## src/rtl/queue_enq_arbiter.sv

```systemverilog
// Round-robin arbiter that lets NREQ producers share one queue write port,
// granting each winner a burst of up to MAX_BURST words before rotating.
module queue_enq_arbiter #(
    parameter int WIDTH     = 8,
    parameter int NREQ      = 4,
    parameter int MAX_BURST = 4
) (
    input  logic                      clk,
    input  logic                      rst,
    input  logic [NREQ-1:0]           req_valid,
    input  logic [NREQ*WIDTH-1:0]     req_data,
    output logic [NREQ-1:0]           req_ready,
    input  logic                      fifo_full,
    output logic                      fifo_enqueue,
    output logic [WIDTH-1:0]          fifo_data_in,
    output logic [$clog2(NREQ)-1:0]   grant_id,
    output logic                      busy,
    output logic [15:0]               xfer_count
);

    localparam int OW = $clog2(NREQ);

    typedef enum logic {
        IDLE,
        GRANT
    } state_t;

    state_t          state;
    logic [OW-1:0]   owner;
    logic [OW-1:0]   last;
    logic [7:0]      burst_cnt;

    logic            owner_valid;
    logic            transfer;
    logic            burst_done;
    logic            pick_found;
    logic [OW-1:0]   pick_idx;

    // Reset wins over a same-cycle transfer, so the handshake is masked by rst.
    assign owner_valid = req_valid[owner];
    assign transfer    = !rst && (state == GRANT) && owner_valid && !fifo_full;
    assign burst_done  = (burst_cnt == 8'(MAX_BURST - 1));

    // Rotating priority: the requester just after the previous owner goes first.
    always_comb begin
        logic [OW-1:0] cand;
        pick_found = 1'b0;
        pick_idx   = '0;
        cand       = '0;
        for (int k = 0; k < NREQ; k++) begin
            cand = OW'((int'(last) + 1 + k) % NREQ);
            if (!pick_found && req_valid[cand]) begin
                pick_found = 1'b1;
                pick_idx   = cand;
            end
        end
    end

    always_comb begin
        req_ready = '0;
        if (transfer) begin
            req_ready[owner] = 1'b1;
        end
    end

    assign fifo_enqueue = transfer;
    assign fifo_data_in = (state == GRANT) ? req_data[int'(owner)*WIDTH +: WIDTH] : '0;
    assign grant_id     = owner;
    assign busy         = (state == GRANT);

    // A full queue simply withholds the transfer, which freezes every register.
    always_ff @(posedge clk) begin
        if (rst) begin
            state      <= IDLE;
            owner      <= '0;
            last       <= OW'(NREQ - 1);
            burst_cnt  <= '0;
            xfer_count <= '0;
        end else begin
            case (state)
                IDLE: begin
                    if (pick_found) begin
                        owner     <= pick_idx;
                        burst_cnt <= '0;
                        state     <= GRANT;
                    end
                end
                GRANT: begin
                    if (!owner_valid) begin
                        last  <= owner;
                        state <= IDLE;
                    end else if (transfer) begin
                        burst_cnt  <= burst_cnt + 8'd1;
                        xfer_count <= xfer_count + 16'd1;
                        if (burst_done) begin
                            last  <= owner;
                            state <= IDLE;
                        end
                    end
                end
                default: state <= IDLE;
            endcase
        end
    end

endmodule

```

## config.mk

```make
export PLATFORM = sky130hd
export DESIGN_NAME = queue_enq_arbiter
export DESIGN_NICKNAME = d
export VERILOG_FILES = /design/src/rtl/queue_enq_arbiter.sv
export SDC_FILE = /design/constraint.sdc
export NUM_CORES = 1
export LEC_CHECK = 0
export CAP_MARGIN = 10
export CORE_ASPECT_RATIO = 1.2
export CORE_MARGIN = 2
export CORE_UTILIZATION = 46
export CTS_CLUSTER_SIZE = 25
export DETAILED_ROUTE_END_ITERATION = 8
export PLACE_DENSITY = 0.83
export SLEW_MARGIN = 20
export SYNTH_ARGS = -nofsm -noshare
export SYNTH_HDL_FRONTEND = slang
export SYNTH_SLANG_ARGS = --single-unit
```

## constraint.sdc

```tcl
create_clock -name clk -period 4.2 [get_ports clk]
set_clock_uncertainty 0.2 [all_clocks]
set_input_delay 0.63 -clock clk [delete_from_list [all_inputs] [get_ports clk]]
set_output_delay 0.63 -clock clk [all_outputs]
set_load 0.005 [all_outputs]
```

==> results.json, run 1 <==
{
  "period_share": 0.7910,
  "cts_resized": 0,
  "rrSetupSlack_ns": 1.63,
  "drtIter0Drc": 41,
  "whs_path_depth": 2,
  "synth_compound_area_frac": 0.1075,
  "setup_violations": 0,
  "internal_power_mw": 0.5023,
  "reg2reg_from": "grant_id[0]",
  "grt_max_degree": 27,
  "grt_pass1_vias": 1557,
  "rsz0062_at_grt": "false",
  "core_um2": 3633,
  "p_leak_nw": 0.9294,
  "n_fill_cell": 311,
  "clock_latency_ns": 0.28,
  "postSynthAreaPerCell_um2": 9.127,
  "synthFlopType": "dfxtp_1",
  "synth_edf_count": 0,
  "final_nets": 300,
  "worst_pin_slew_ns": 0.7405,
  "die_y_um": 71.26,
  "netlist_instances": 190,
  "p_sw_frac": 0.2416,
  "crit_path_end_kind": "output pin",
  "cts_setup_buffers": 0,
  "viasPerCell": 5.514,
  "die_x_um": 60.05,
  "drv_cap": 0,
  "min_path_type": "flip-flop to flip-flop",
  "pin_count": 71,
  "drt-total-wl_um": 4356,
  "dr.pass1.iters": 5,
  "gr-usage-all-layers": 0.2107,
  "min_from": "xfer_count[15]",
  "drive_gt1_frac": 0.08108,
  "critPathArrivalTime_ns": 2.49,
  "place_ws_ns": 0.9447,
  "setup_slack_ns": 0.8779,
  "grt-ovfl-total": 0,
  "initial_core_util": 0.4773,
  "ys_ff_latch": 29,
  "power.switching_mw": 0.1601,
  "power.share.combinational": 0.205,
  "crit_type": "flip-flop to output pin",
  "die-area_um2": 4279,
  "gp_congestion": 0.8025,
  "crit_fanout": 15,
  "area_growth_pct": 47.26,
  "ys_seq_area_frac": 0.3348,
  "p_clk_frac": 0.342,
  "fin_cells": 311,
  "grt_pass1_wl_um": 6934,
  "synth-xor-area-share": 0.06061,
  "dpl.hpwl_um": 3301,
  "cts_hold_buffers": 0,
  "cts_tree": "done",
  "synth-simple-area-share": 0.3016,
  "syn_nets": 231,
  "vias": 1715,
  "critPathLaunch": "grant_id[0]",
  "cts-root-buf": "clkbuf_8",
  "min_period_ns": 3.322,
  "muxShareOfSynthArea": 0.1364,
  "hold_viol_final": 0,
  "cts_sinks": 29,
  "diodes": 0,
  "rows": 24,
  "synth_top_area_frac": 0.3348,
  "ys_top_cells_by_area": "dfxtp_1 33%, mux4_2 10%, xor2_1 6.1%, nor2_1 4.5%, and2_1 4.0%",
  "synth_top_family_by_area": "simple AND/OR/NAND/NOR gates",
  "max-slew-margin-rel": 0.5057,
  "post-route-drc-count": 0,
  "cts_buffers": 5,
  "yosysWarnings": 0,
  "htree_levels": 2,
  "yosysUniqueCellTypes": 40,
  "dp_cells": 304,
  "rr_endpoint": "xfer_count[15]",
  "yosys.area.top_type": "dfxtp_1",
  "status": "completed",
  "syn_area_um2": 1734,
  "ant_nets": 0,
  "p_seq_frac": 0.452,
  "tns_ns": 0,
  "synth_most_common_cell": "dfxtp_1",
  "grt_antenna_before_repair": 0,
  "reg2reg_depth": 5,
  "maxSlewViolCount": 0,
  "yosys-top-cells-count": "29 x dfxtp_1, 21 x nor2_1, 12 x a21oi_1, 12 x xor2_1",
  "required_ns": 3.37,
  "max_freq_mhz": 301.0,
  "clkTransAtPathRegs_ns": 0.06,
  "hold_path_end": "xfer_count[15]",
  "ys_async_sr_fraction": 0,
  "startpoint_type": "flip-flop",
  "power.density_nw_per_um2": 259.4,
  "wl_per_cell_um": 14.01,
  "synthAdderAreaFrac": 0.01443,
  "vdd.ir_drop.worst_v": 0.0002131,
  "cts_buffer_depth": 2,
  "io_buffer_count": 70
}
[cell usage in the layout (no fill, tap or decap), types with 7 or more instances in the layout]
master,n
xor2_1,12
nor2_1,21
dfxtp_1,29
mux4_2,8
a21oi_1,12
clkdlybuf4s50_1,70
nand2_1,7
and2_1,11
nand4_1,11
nand3_1,7
or4_1,7
[stage by stage]
step / power [mW] / utilization / cell area, um^2 / hold WS, ns
after floorplan: 0.3691 / - / 1734 / 0.2616
after global placement: 0.4394 / 0.6791 / 2467 / 0.2647
after detailed placement: 0.4423 / 0.6791 / 2467 / 0.2725
after CTS: 0.6695 / 0.7028 / 2554 / 0.2808
after global routing: 0.6940 / 0.7028 / 2554 / 0.3134
final: 0.6624 / 0.7028 / 2554 / 0.2877
[routing by layer]
metal / up-vias / GRT usage / wire length (um)
met1: 807 / 0.2437 / 1799
met2: 57 / 0.3623 / 2161
li1: 845 / - / -
met5: - / 0 / 0
met4: 0 / 0.07407 / 65
met3: 6 / 0.06137 / 329
[power by group through the flow]
stage / Sequential, mW / Clock [mW] / Combinational (mW)
2_1_floorplan: 0.293 / 0 / 0.0765
4_1_cts: 0.300 / 0.232 / 0.137
6_report: 0.300 / 0.227 / 0.136
3_5_place_dp: 0.306 / 0 / 0.136
3_3_place_gp: 0.306 / 0 / 0.133
5_1_grt: 0.302 / 0.244 / 0.147
[kinds of logic (layout without fill, tap and decap cells)]
kind of cell,count (synthesis),count (layout)
and+or+nand+nor,89,89
muxes,12,12
buffers and inverters,17,86
xor gates and xnor gates,12,12
DFF,29,29
AOI/OAI and AO/OA,29,29
adders and majority gates,2,2
[layout make-up]
cell class                      count  area, um^2  share of cell area
Clock buffer                        7       86.33             0.03381
Inverter                            6       22.52            0.008819
Multi-Input combinational cell    144        1076              0.4214
Sequential cell                    29       580.6              0.2273
Tap cell                           52       65.06             0.02548
Timing Repair Buffer               73       723.2              0.2832
[how the worst max path moves through the flow]
stage / end / slack [ns] / cells after the start
3_3_place_gp: fifo_enqueue / 0.95 / 5
4_1_cts: fifo_enqueue / 0.86 / 4
6_report: fifo_enqueue / 0.88 / 4
2_1_floorplan: req_ready[0] / 1.65 / 4
3_5_place_dp: fifo_enqueue / 0.94 / 5
5_1_grt: fifo_enqueue / 0.72 / 4
[worst max-delay path: stages, from the launching register on]
cell             delay [ns]
dfxtp_1                0.80
mux4_2                 0.63
nand2_2                0.21
inv_1                  0.12
clkdlybuf4s50_1        0.46
[sequential cells by signal, indices dropped and copies added (netlist names)]
register    count
busy            1
xfer_count     16
last            2
grant_id        2
burst_cnt       8
Note: power is estimated with default switching activity, not from simulation.
==> run 2: changes to the inputs <==
Settings changed: CORE_UTILIZATION 46 to 39, PLACE_DENSITY 0.83 to 0.75.
Clock period 4.2 ns to 2.7 ns, I/O delays scaled along.
==> results.json, run 2 (synthesis results as in run 1) <==
{
  "status": "completed",
  "cts_buffers": 5,
  "diodes": 0,
  "startpoint_type": "input port",
  "final_cell_mix": "70 x clkdlybuf4s50_1, 28 x dfxtp_1, 21 x nor2_1",
  "drv_cap": 0,
  "core_um2": 4262,
  "rrSetupSlack_ns": 0.47,
  "required_ns": 2.10,
  "cts_tree": "done",
  "dr.pass1.iters": 4,
  "gp_congestion": 0.8388,
  "vias": 1728,
  "cts-root-buf": "clkbuf_8",
  "rows": 26,
  "largest_reg_flops": 16,
  "cts_resized": 0,
  "max-slew-margin-rel": 0.6761,
  "dp_cells": 318,
  "fin_cells": 325,
  "post-route-drc-count": 0,
  "die_y_um": 77.05,
  "dpl.hpwl_um": 3459,
  "placed_area_um2": 2547,
  "drt-total-wl_um": 4553,
  "whs_ns": 0.2846,
  "final_nets": 310,
  "power.density_nw_per_um2": 395.4,
  "clkTransAtPathRegs_ns": 0.06,
  "worst_pin_slew_ns": 0.4736,
  "whs_path_depth": 2,
  "gr-usage-all-layers": 0.1941,
  "cpMaxStageDelayCell": "mux4_2",
  "fin_util": 0.6198,
  "tns_ns": 0,
  "crit_type": "input port to output pin",
  "crit_fanout": 5,
  "setup_violations": 0,
  "area_growth_pct": 52.31,
  "crit_path_end_kind": "output pin",
  "critPathArrivalTime_ns": 2.00,
  "fin_area_um2": 2641,
  "grt-ovfl-total": 0,
  "cts_hold_buffers": 0,
  "setup_slack_ns": 0.09827,
  "min_period_ns": 2.602,
  "period_share": 0.9636,
  "cp_common_cell": "clkdlybuf4s50_1",
  "power_mw": 1.044,
  "htree_levels": 2,
  "grt_antenna_before_repair": 0,
  "die-area_um2": 4998,
  "n_fill_cell": 357,
  "grt_pass1_wl_um": 7700,
  "die_x_um": 64.87,
  "ant_nets": 0,
  "cp_cell_sequence": "clkdlybuf4s50_1 > mux4_2 > nand2_2 > inv_1 > clkdlybuf4s50_1",
  "place_ws_ns": 0.09197,
  "top_regs": "xfer_count (16), burst_cnt (8)",
  "vdd.ir_drop.worst_v": 0.0003274,
  "grt_pass1_vias": 1663,
  "cts_buffer_depth": 2,
  "clock_latency_ns": 0.27,
  "hold_viol_final": 0,
  "max_freq_mhz": 384.4,
  "grt_max_degree": 27,
  "min_path_type": "flip-flop to flip-flop",
  "viasPerCell": 5.317,
  "wl_per_cell_um": 14.01,
  "drive_gt1_frac": 0.1227,
  "regMostFlops": "xfer_count",
  "cts_sinks": 29,
  "reg2reg_depth": 6,
  "maxSlewViolCount": 0,
  "max_stage_delay_ns": 0.52,
  "p_leak_nw": 0.9808,
  "cts_setup_buffers": 0,
  "io_buffer_count": 70,
  "final_common_cell": "clkdlybuf4s50_1",
  "rsz0062_at_grt": "false",
  "drtIter0Drc": 75,
  "initial_core_util": 0.4069,
  "pin_count": 71
}
-- run 2: cell count changes in the layout (fill, tap and decap cells not counted) --
| cell | change |
|---|---|
| buf_4 | +10 |
| nor4b_2 | +1 |
| dfxtp_2 | +1 |
| nor4b_1 | -1 |
| dfxtp_1 | -1 |
-- run 2: cell type report --
| type | instances | area [um^2] | share of cell area |
|---|---|---|---|
| clock buffer | 7 | 86.33 | 0.03269 |
| tap | 56 | 70.07 | 0.02653 |
| inverter | 6 | 22.52 | 0.008527 |
| timing repair buffer | 83 | 798.3 | 0.3022 |
| sequential | 29 | 581.8 | 0.2203 |
| multi-input combinational | 144 | 1082 | 0.4098 |
-- run 2: final timing paths --
path | from | endpoint
setup / recovery | req_valid[0] | fifo_enqueue
hold / removal | xfer_count[15] | xfer_count[15]
setup reg to reg | grant_id[0] | xfer_count[13]
hold reg to reg | xfer_count[15] | xfer_count[15]
-- run 2: where the power goes --
group	total [mW]	internal [mW]	switching, mW
registers	0.451	0.439	0.0121
clock network	0.347	0.201	0.146
logic	0.246	0.155	0.0914
-- run 2: per-layer routing --
metal	vias up	global-route usage	wire, um
li1	867	-	-
met1	786	0.2177	1951
met2	69	0.3361	2142
met3	6	0.05132	392
met4	0	0.08936	66
met5	-	0	0
-- run 2: critical path: cells and delay by family --
| kind | cells | cell delay [ns] |
|---|---|---|
| muxes | 1 | 0.52 |
| buffers and inverters | 3 | 0.95 |
| and+or+nand+nor | 1 | 0.11 |
